## src/rtl/mips_multicycle_ctrl.sv

```systemverilog
// Multi-cycle MIPS control sequencer with memory wait states, sticky prioritised IRQs and illegal-opcode trap.
// Optional IRQ_MASK_EN adds an irq_mask input gating which pending lines may trigger a trap.
module mips_multicycle_ctrl #(
    parameter int IRQ_NUM  = 4,
    parameter int MEM_WAIT = 1,
    parameter int CNT_W    = 4
) (
    input  logic               clk,
    input  logic               rst_n,
    input  logic [5:0]         opcode,
    input  logic [5:0]         funct,
    input  logic               pchigh,
    input  logic [IRQ_NUM-1:0] irq,
`ifdef IRQ_MASK_EN
    input  logic [IRQ_NUM-1:0] irq_mask,
`endif
    output logic               pc_wr,
    output logic [1:0]         pc_src,
    output logic               trap,
    output logic [1:0]         trap_cause,
    output logic               ir_wr,
    output logic               mem_rd,
    output logic               mem_wr,
    output logic               reg_wr,
    output logic [1:0]         reg_dst,
    output logic [1:0]         mem_to_reg,
    output logic               alu_src1,
    output logic               alu_src2,
    output logic [5:0]         alu_fun,
    output logic               sign,
    output logic               ext_op,
    output logic               lu_op,
    output logic [IRQ_NUM-1:0] irq_ack
);

    typedef enum logic [2:0] {S_RST, S_FETCH, S_DECODE, S_EXEC, S_MEM, S_WB, S_TRAP} state_t;
    typedef enum logic [3:0] {C_RALU, C_IALU, C_LW, C_SW, C_BR, C_J, C_JAL, C_JR, C_JALR, C_ILL} iclass_t;

    typedef struct packed {
        logic       pc_wr;
        logic [1:0] pc_src;
        logic       trap;
        logic [1:0] trap_cause;
        logic       ir_wr;
        logic       mem_rd;
        logic       mem_wr;
        logic       reg_wr;
        logic [1:0] reg_dst;
        logic [1:0] mem_to_reg;
        logic       alu_src1;
        logic       alu_src2;
        logic [5:0] alu_fun;
        logic       sign;
        logic       ext_op;
        logic       lu_op;
    } ctrl_t;

    localparam logic [CNT_W-1:0] LAST = CNT_W'(MEM_WAIT);
    localparam logic [5:0] F_ADD = 6'b000000, F_SUB = 6'b000001, F_AND = 6'b011000,
                           F_OR  = 6'b011110, F_XOR = 6'b010110, F_NOR = 6'b010001,
                           F_SLL = 6'b100000, F_SRL = 6'b100001, F_SRA = 6'b100011,
                           F_EQ  = 6'b110011, F_NEQ = 6'b110001, F_LT  = 6'b110101,
                           F_LEZ = 6'b111101, F_LTZ = 6'b111011, F_GTZ = 6'b111111;

    state_t             state_q, state_d;
    iclass_t            cls_q, cls_d, dec_cls;
    logic [CNT_W-1:0]   cnt_q, cnt_d;
    logic [IRQ_NUM-1:0] pend_q, pend_d, irq_ack_q, irq_ack_d;
    logic [IRQ_NUM-1:0] eligible, ack_sel;
    ctrl_t              ctrl_q, ctrl_d;
    logic [5:0]         dec_fun;
    logic               dec_src1, dec_src2, dec_sign, dec_ext, dec_lu;
    logic [1:0]         cause_d;
    logic               take_irq;

    always_comb begin
        dec_cls  = C_ILL;
        dec_fun  = F_ADD;
        dec_src1 = 1'b0;
        dec_src2 = 1'b0;
        dec_sign = 1'b0;
        dec_ext  = 1'b1;
        dec_lu   = 1'b1;
        case (opcode)
            6'h00: begin
                case (funct)
                    6'h00: begin dec_cls = C_RALU; dec_fun = F_SLL; dec_src1 = 1'b1; end
                    6'h02: begin dec_cls = C_RALU; dec_fun = F_SRL; dec_src1 = 1'b1; end
                    6'h03: begin dec_cls = C_RALU; dec_fun = F_SRA; dec_src1 = 1'b1; end
                    6'h08: dec_cls = C_JR;
                    6'h09: dec_cls = C_JALR;
                    6'h20: begin dec_cls = C_RALU; dec_fun = F_ADD; dec_sign = 1'b1; end
                    6'h21: begin dec_cls = C_RALU; dec_fun = F_ADD; end
                    6'h22: begin dec_cls = C_RALU; dec_fun = F_SUB; dec_sign = 1'b1; end
                    6'h23: begin dec_cls = C_RALU; dec_fun = F_SUB; end
                    6'h24: begin dec_cls = C_RALU; dec_fun = F_AND; end
                    6'h25: begin dec_cls = C_RALU; dec_fun = F_OR;  end
                    6'h26: begin dec_cls = C_RALU; dec_fun = F_XOR; end
                    6'h27: begin dec_cls = C_RALU; dec_fun = F_NOR; end
                    6'h2a: begin dec_cls = C_RALU; dec_fun = F_LT; dec_sign = 1'b1; end
                    6'h2b: begin dec_cls = C_RALU; dec_fun = F_LT; end
                    default: ;
                endcase
            end
            6'h01: begin dec_cls = C_BR; dec_fun = F_LTZ; dec_sign = 1'b1; end
            6'h02: dec_cls = C_J;
            6'h03: dec_cls = C_JAL;
            6'h04: begin dec_cls = C_BR; dec_fun = F_EQ;  dec_sign = 1'b1; end
            6'h05: begin dec_cls = C_BR; dec_fun = F_NEQ; dec_sign = 1'b1; end
            6'h06: begin dec_cls = C_BR; dec_fun = F_LEZ; dec_sign = 1'b1; end
            6'h07: begin dec_cls = C_BR; dec_fun = F_GTZ; dec_sign = 1'b1; end
            6'h08: begin dec_cls = C_IALU; dec_src2 = 1'b1; dec_sign = 1'b1; end
            6'h09: begin dec_cls = C_IALU; dec_src2 = 1'b1; end
            6'h0a: begin dec_cls = C_IALU; dec_fun = F_LT; dec_src2 = 1'b1; dec_sign = 1'b1; end
            6'h0b: begin dec_cls = C_IALU; dec_fun = F_LT; dec_src2 = 1'b1; end
            6'h0c: begin dec_cls = C_IALU; dec_fun = F_AND; dec_src2 = 1'b1; dec_ext = 1'b0; end
            6'h0f: begin dec_cls = C_IALU; dec_src2 = 1'b1; dec_lu = 1'b0; end
            6'h23: begin dec_cls = C_LW; dec_src2 = 1'b1; end
            6'h2b: begin dec_cls = C_SW; dec_src2 = 1'b1; end
            default: ;
        endcase
    end

`ifdef IRQ_MASK_EN
    assign eligible = pend_q & irq_mask;
`else
    assign eligible = pend_q;
`endif
    assign take_irq = !pchigh && (|eligible);
    assign ack_sel  = eligible & (~eligible + 1'b1);

    // Outputs are decoded from the next state so they register alongside it.
    always_comb begin
        state_d   = state_q;
        cls_d     = cls_q;
        cnt_d     = '0;
        cause_d   = 2'b00;
        pend_d    = (pend_q | irq) & ~irq_ack_q;
        ctrl_d    = '0;
        irq_ack_d = '0;

        unique case (state_q)
            S_RST:    state_d = S_FETCH;
            S_FETCH:  if (cnt_q == LAST) state_d = S_DECODE; else cnt_d = cnt_q + 1'b1;
            S_DECODE: begin
                cls_d = dec_cls;
                if (dec_cls == C_ILL) begin
                    state_d = pchigh ? S_FETCH : S_TRAP;
                    cause_d = pchigh ? 2'b00 : 2'b10;
                end else begin
                    state_d = S_EXEC;
                end
            end
            S_EXEC: begin
                if (cls_q == C_LW || cls_q == C_SW)        state_d = S_MEM;
                else if (cls_q == C_RALU || cls_q == C_IALU) state_d = S_WB;
                else begin
                    state_d = take_irq ? S_TRAP : S_FETCH;
                    cause_d = take_irq ? 2'b01 : 2'b00;
                end
            end
            S_MEM: begin
                if (cnt_q != LAST)     cnt_d   = cnt_q + 1'b1;
                else if (cls_q == C_LW) state_d = S_WB;
                else begin
                    state_d = take_irq ? S_TRAP : S_FETCH;
                    cause_d = take_irq ? 2'b01 : 2'b00;
                end
            end
            S_WB: begin
                state_d = take_irq ? S_TRAP : S_FETCH;
                cause_d = take_irq ? 2'b01 : 2'b00;
            end
            S_TRAP:   state_d = S_FETCH;
            default:  state_d = S_RST;
        endcase

        unique case (state_d)
            S_FETCH: begin
                ctrl_d.mem_rd = 1'b1;
                if (cnt_d == LAST) begin
                    ctrl_d.ir_wr = 1'b1;
                    ctrl_d.pc_wr = 1'b1;
                end
            end
            S_EXEC: begin
                ctrl_d.alu_fun  = dec_fun;
                ctrl_d.alu_src1 = dec_src1;
                ctrl_d.alu_src2 = dec_src2;
                ctrl_d.sign     = dec_sign;
                ctrl_d.ext_op   = dec_ext;
                ctrl_d.lu_op    = dec_lu;
                case (dec_cls)
                    C_BR: begin ctrl_d.pc_wr = 1'b1; ctrl_d.pc_src = 2'b01; end
                    C_J:  begin ctrl_d.pc_wr = 1'b1; ctrl_d.pc_src = 2'b10; end
                    C_JR: begin ctrl_d.pc_wr = 1'b1; ctrl_d.pc_src = 2'b11; end
                    C_JAL, C_JALR: begin
                        ctrl_d.pc_wr      = 1'b1;
                        ctrl_d.pc_src     = (dec_cls == C_JAL) ? 2'b10 : 2'b11;
                        ctrl_d.reg_wr     = 1'b1;
                        ctrl_d.reg_dst    = 2'b10;
                        ctrl_d.mem_to_reg = 2'b10;
                    end
                    default: ;
                endcase
            end
            S_MEM: begin
                ctrl_d.mem_rd = (cls_d == C_LW);
                ctrl_d.mem_wr = (cls_d == C_SW);
            end
            S_WB: begin
                ctrl_d.reg_wr     = 1'b1;
                ctrl_d.reg_dst    = (cls_d == C_RALU) ? 2'b00 : 2'b01;
                ctrl_d.mem_to_reg = (cls_d == C_LW) ? 2'b01 : 2'b00;
            end
            S_TRAP: begin
                ctrl_d.trap       = 1'b1;
                ctrl_d.trap_cause = cause_d;
                ctrl_d.pc_wr      = 1'b1;
                ctrl_d.reg_wr     = 1'b1;
                ctrl_d.reg_dst    = 2'b11;
                ctrl_d.mem_to_reg = 2'b10;
                irq_ack_d         = (cause_d == 2'b01) ? ack_sel : '0;
            end
            default: ;
        endcase
    end

    always_ff @(posedge clk or negedge rst_n) begin
        if (!rst_n) begin
            state_q   <= S_RST;
            cls_q     <= C_ILL;
            cnt_q     <= '0;
            pend_q    <= '0;
            ctrl_q    <= '0;
            irq_ack_q <= '0;
        end else begin
            state_q   <= state_d;
            cls_q     <= cls_d;
            cnt_q     <= cnt_d;
            pend_q    <= pend_d;
            ctrl_q    <= ctrl_d;
            irq_ack_q <= irq_ack_d;
        end
    end

    assign pc_wr      = ctrl_q.pc_wr;
    assign pc_src     = ctrl_q.pc_src;
    assign trap       = ctrl_q.trap;
    assign trap_cause = ctrl_q.trap_cause;
    assign ir_wr      = ctrl_q.ir_wr;
    assign mem_rd     = ctrl_q.mem_rd;
    assign mem_wr     = ctrl_q.mem_wr;
    assign reg_wr     = ctrl_q.reg_wr;
    assign reg_dst    = ctrl_q.reg_dst;
    assign mem_to_reg = ctrl_q.mem_to_reg;
    assign alu_src1   = ctrl_q.alu_src1;
    assign alu_src2   = ctrl_q.alu_src2;
    assign alu_fun    = ctrl_q.alu_fun;
    assign sign       = ctrl_q.sign;
    assign ext_op     = ctrl_q.ext_op;
    assign lu_op      = ctrl_q.lu_op;
    assign irq_ack    = irq_ack_q;

endmodule

```

## config.mk

```make
export PLATFORM = sky130hd
export DESIGN_NAME = mips_multicycle_ctrl
export DESIGN_NICKNAME = d
export VERILOG_FILES = /design/src/rtl/mips_multicycle_ctrl.sv
export SDC_FILE = /design/constraint.sdc
export NUM_CORES = 1
export LEC_CHECK = 0
export ABC_AREA = 1
export CORE_ASPECT_RATIO = 0.9
export CORE_MARGIN = 1
export CORE_UTILIZATION = 29
export DETAILED_ROUTE_END_ITERATION = 12
export PLACE_DENSITY = 0.56
export SKIP_LAST_GASP = 1
export SYNTH_ARGS = -nofsm -noshare
export SYNTH_HDL_FRONTEND = slang
export SYNTH_SLANG_ARGS = --single-unit
```

## constraint.sdc

```tcl
create_clock -name clk -period 1.8 [get_ports clk]
set_input_delay 0.36 -clock clk [delete_from_list [all_inputs] [get_ports clk]]
set_output_delay 0.36 -clock clk [all_outputs]
set_load 0.005 [all_outputs]
```

==> results by group, run 1 <==
STA
  – Hold slack final: 0.0244 ns
  – Pins Over Slew Limit: 0
  – Max-slew headroom at the worst pin: 0.658
  – Setup clock skew after layout: around 0.008 ns
  – Worst-margin pin slew: about 0.51 ns
  – Shortest clock period the worst path allows after layout: 1.82 ns
  – Number of failing setup endpoints in the final timing report: 5
  – Setup repair after global routing missed its margin: true
  – Total Neg Setup Slack: -0.0486 ns
  – Maximum frequency from static timing analysis: 548 MHz
  – Final critical-path share of the clock period: 1.01
  – Final WS setup: -0.0238 ns
  – Final Hold Viols: 0

Yosys
  – EDFF count, synth: 0
  – Summed instance area of the synthesized netlist: between 2000 and 2500 um^2
  – Synth Warn #: 0
  – Top post-synthesis cells by area: sky130_fd_sc_hd__dfrtp_1, sky130_fd_sc_hd__nand2_1, sky130_fd_sc_hd__nor2_1
  – Cell count after synthesis: 298
  – Share of the synthesized area in the top cell type: 0.436
  – Synthesized netlist net count: approximately 320
  – Most used flip-flop cell after synthesis: sky130_fd_sc_hd__dfrtp_1
  – Share of synthesized area occupied by flip-flops and latches: 0.458
  – Total of flip-flops plus latches after synthesis: 43
  – Cell type contributing the most total cell area after synthesis: sky130_fd_sc_hd__dfrtp_1
  – Mean Syn Cell Area: a little under 8 um^2
  – Number of distinct library cells after synthesis: 36
  – Ys async rst share: 1.00

Clock tree
  – Clock latency at the later pin of the worst-skew pair: between 0.2 and 0.3 ns
  – H-tree depth: 2
  – Number of sinks driven by the clock tree: between 40 and 50
  – Total CTS buffers: 5
  – Clk Tree Root Cell: sky130_fd_sc_hd__clkbuf_8
  – Clock transition at path regs: 0.08 ns
  – CTS Hold Bufs: 0
  – TritonCTS clock tree: done
  – Longest Clk Path Bufs: 2

GRT
  – Met3 demand-to-capacity share in global routing: 0.0297
  – Met1 GRT Util: 0.200
  – Via count of the first global-routing pass: 2287
  – GRT Overall Usage: 0.157
  – Most heavily used metal layer in global routing: met2
  – Number of antenna violations at the first check in global routing: 0
  – Largest net degree at the start of global routing: 23
  – Overflow after GRT: 0
  – Global-route wire length before repair: between 10000 and 15000 um
  – Met2 track demand over resource: 0.273

Routing
  – Overall via count from detail_route: 2404
  – Routed length per placed instance: roughly 12 um
  – Total routed wirelength: about 6600 um
  – Via/cell ratio: roughly 4.5
  – Drt initial violations: between 60 and 70
  – Final ANT Viol Nets: 0
  – DRC violation count after routing: 0
  – Initial DRT Pass Iterations: 4

Setup path
  – Reg-to-Reg Start: cnt_q[1]$_DFF_PN0_
  – Beginning of the critical path: cnt_q[1]$_DFF_PN0_
  – Data required, critical path: between 2 and 2.5 ns
  – Critical setup path kind: flip-flop to flip-flop
  – List of cells traversed by the critical path: inv_1, ha_2, nand2_2, buf_6, nand2_2, nand2_1, a21oi_1, nand3b_1, buf_4, a21oi_4, nand3_4, nand2_2, inv_2, nand2_1
  – Slowest stage cell on the critical path: sky130_fd_sc_hd__dfrtp_1
  – Crit path max fanout: 5
  – Buffer and inverter count on the worst path: 4
  – Crit path top cell by count: sky130_fd_sc_hd__nand2_2
  – Data arrival time of the critical path: slightly above 2 ns
  – Nature of the critical path startpoint: flip-flop
  – CP top delay family: simple AND/OR/NAND/NOR gates
  – Peak per-stage delay on the critical path: about 0.38 ns
  – Kind of capture point of the worst setup path: flip-flop

Finish
  – Post-route non-filler standard cell count: roughly 540
  – Nets: around 460
  – Number of fill cells: 693
  – Layout cell share with drive strength beyond 1: 0.476
  – Commonest cells after routing, fill and taps aside: sky130_fd_sc_hd__buf_4, sky130_fd_sc_hd__nand2_1, sky130_fd_sc_hd__dfrtp_1
  – Number of flip-flops under the largest register name: 6
  – Area of combinational cells with multiple inputs: 1470 um^2
  – Most frequent standard cell in the layout excluding fill and tap cells: sky130_fd_sc_hd__buf_4
  – Post-layout util: 0.523
  – Sequential Area: roughly 1100 um^2
  – Number of inserted diodes: 0
  – Area Overhead vs Synth: 71.0%

Power
  – Pwr Density: 1030 nW/um^2
  – Reported leakage power: about 2.0 nW
  – Post-layout power: slightly above 4 mW
  – Worst supply voltage drop on vdd: ~540 uV

Floorplanning
  – Area of the die: between 8000 and 9000 um^2
  – Starting Density: 0.306
  – Standard-cell rows: 30
  – Count of pins on the block boundary: 48
  – Die X: just under 100 um
  – Height of the chip: 87.5 um
  – Std-Cell Core Area: a little under 8000 um^2

Status
  – Failing checks: setup timing
  – Run status: finished, violations left

Job
  – Number of violations of the max-capacitance limit: 0

Place
  – Placer Congestion: 0.881
  – Total of buffers placed on input and output ports: 47
  – Cell total after placement: between 500 and 600
  – Sum of net half-perimeters after detailed placement: between 4000 and 5000 um

Worst hold path
  – Hold crit path type: input port to async pin
==> metal layers <==
layer  vias to the layer above  wire [um]
met5                         -          0
li1                       1239          -
met2                        43       3300
met3                        13        208
met1                      1109       2880
met4                         0        171
==> layout make-up <==
cell class / instances / area share
Sequential cell: 43 / 0.268
Multi-Input combinational cell: 209 / 0.365
Clock buffer: 6 / 0.0180
Timing Repair Buffer: 133 / 0.271
Clock inverter: 2 / 0.00311
Inverter: 46 / 0.0454
Tap cell: 96 / 0.0298
==> repair_timing <==
item / CTS / global route
setup endpoints to repair: 25 / 22
gates cloned: 1 / 0
gates resized for setup: 61 / 77
buffers inserted: 9 / 8
pin swaps: 23 / 33
==> cells in the mapped netlist, types with 2 or more instances <==
cell / n
sky130_fd_sc_hd__nand2_1: 57
sky130_fd_sc_hd__nor2_1: 50
sky130_fd_sc_hd__dfrtp_1: 41
sky130_fd_sc_hd__inv_1: 37
sky130_fd_sc_hd__nand3_1: 19
sky130_fd_sc_hd__a21oi_1: 10
sky130_fd_sc_hd__inv_2: 7
sky130_fd_sc_hd__nor2_2: 7
sky130_fd_sc_hd__o21ai_0: 7
sky130_fd_sc_hd__a31oi_1: 6
sky130_fd_sc_hd__nor3_1: 6
sky130_fd_sc_hd__nand2_2: 5
sky130_fd_sc_hd__nand3_2: 5
sky130_fd_sc_hd__a211oi_1: 4
sky130_fd_sc_hd__nand2_4: 4
sky130_fd_sc_hd__nor2_4: 4
sky130_fd_sc_hd__nor3b_1: 3
sky130_fd_sc_hd__dfstp_2: 2
sky130_fd_sc_hd__ha_1: 2
sky130_fd_sc_hd__nand3b_1: 2
sky130_fd_sc_hd__nand4_1: 2
sky130_fd_sc_hd__o211a_1: 2
sky130_fd_sc_hd__o21ai_1: 2
sky130_fd_sc_hd__o21ai_2: 2
==> path summary, 6_finish.rpt <==
| path | end | slack, ns | depth (start not counted) |
|---|---|---|---|
| max | pc_wr$_DFF_PN0_ | -0.02 | 14 |
| min | cnt_q[3]$_DFF_PN0_ | 0.02 | 1 |
| max reg2reg | pc_wr$_DFF_PN0_ | -0.02 | 14 |
| min reg2reg | eligible[3]$_DFF_PN0_ | 0.42 | 1 |
| max in group asynchronous | cls_q[3]$_DFF_PN1_ | 1.21 | 2 |
| min in group clk | eligible[3]$_DFF_PN0_ | 0.42 | 1 |
==> cells by family after synthesis <==
family,share of synthesized area
AOI/OAI and AO/OA,0.0983
xor gates and xnor gates,0.00372
adders and majority gates,0.0106
buffers and inverters,0.0776
DFF,0.458
and+or+nand+nor,0.352
==> where the power goes <==
group | total (mW) | leakage (nW) | internal, mW | switching, mW
clock | 0.592 | 0.0412 | 0.271 | 0.321
sequential | 1.27 | 0.561 | 1.16 | 0.112
combinational | 2.27 | 1.38 | 1.04 | 1.23
==> per-stage QoR <==
stage	area, um^2	worst slack [ns]
after floorplan	2350	0.0356
after global placement	3470	-0.643
after detailed placement	3470	-0.712
after CTS	3800	-0.0134
after global routing	4030	-0.164
final	4030	-0.0238
Power figures use the tool's default switching activity.
==> run 2, diff against run 1 <==
SLEW_MARGIN = 20   (was default)
==> results of run 2 <==
No change in the layout: final DEF, timing and power equal those of run 1.
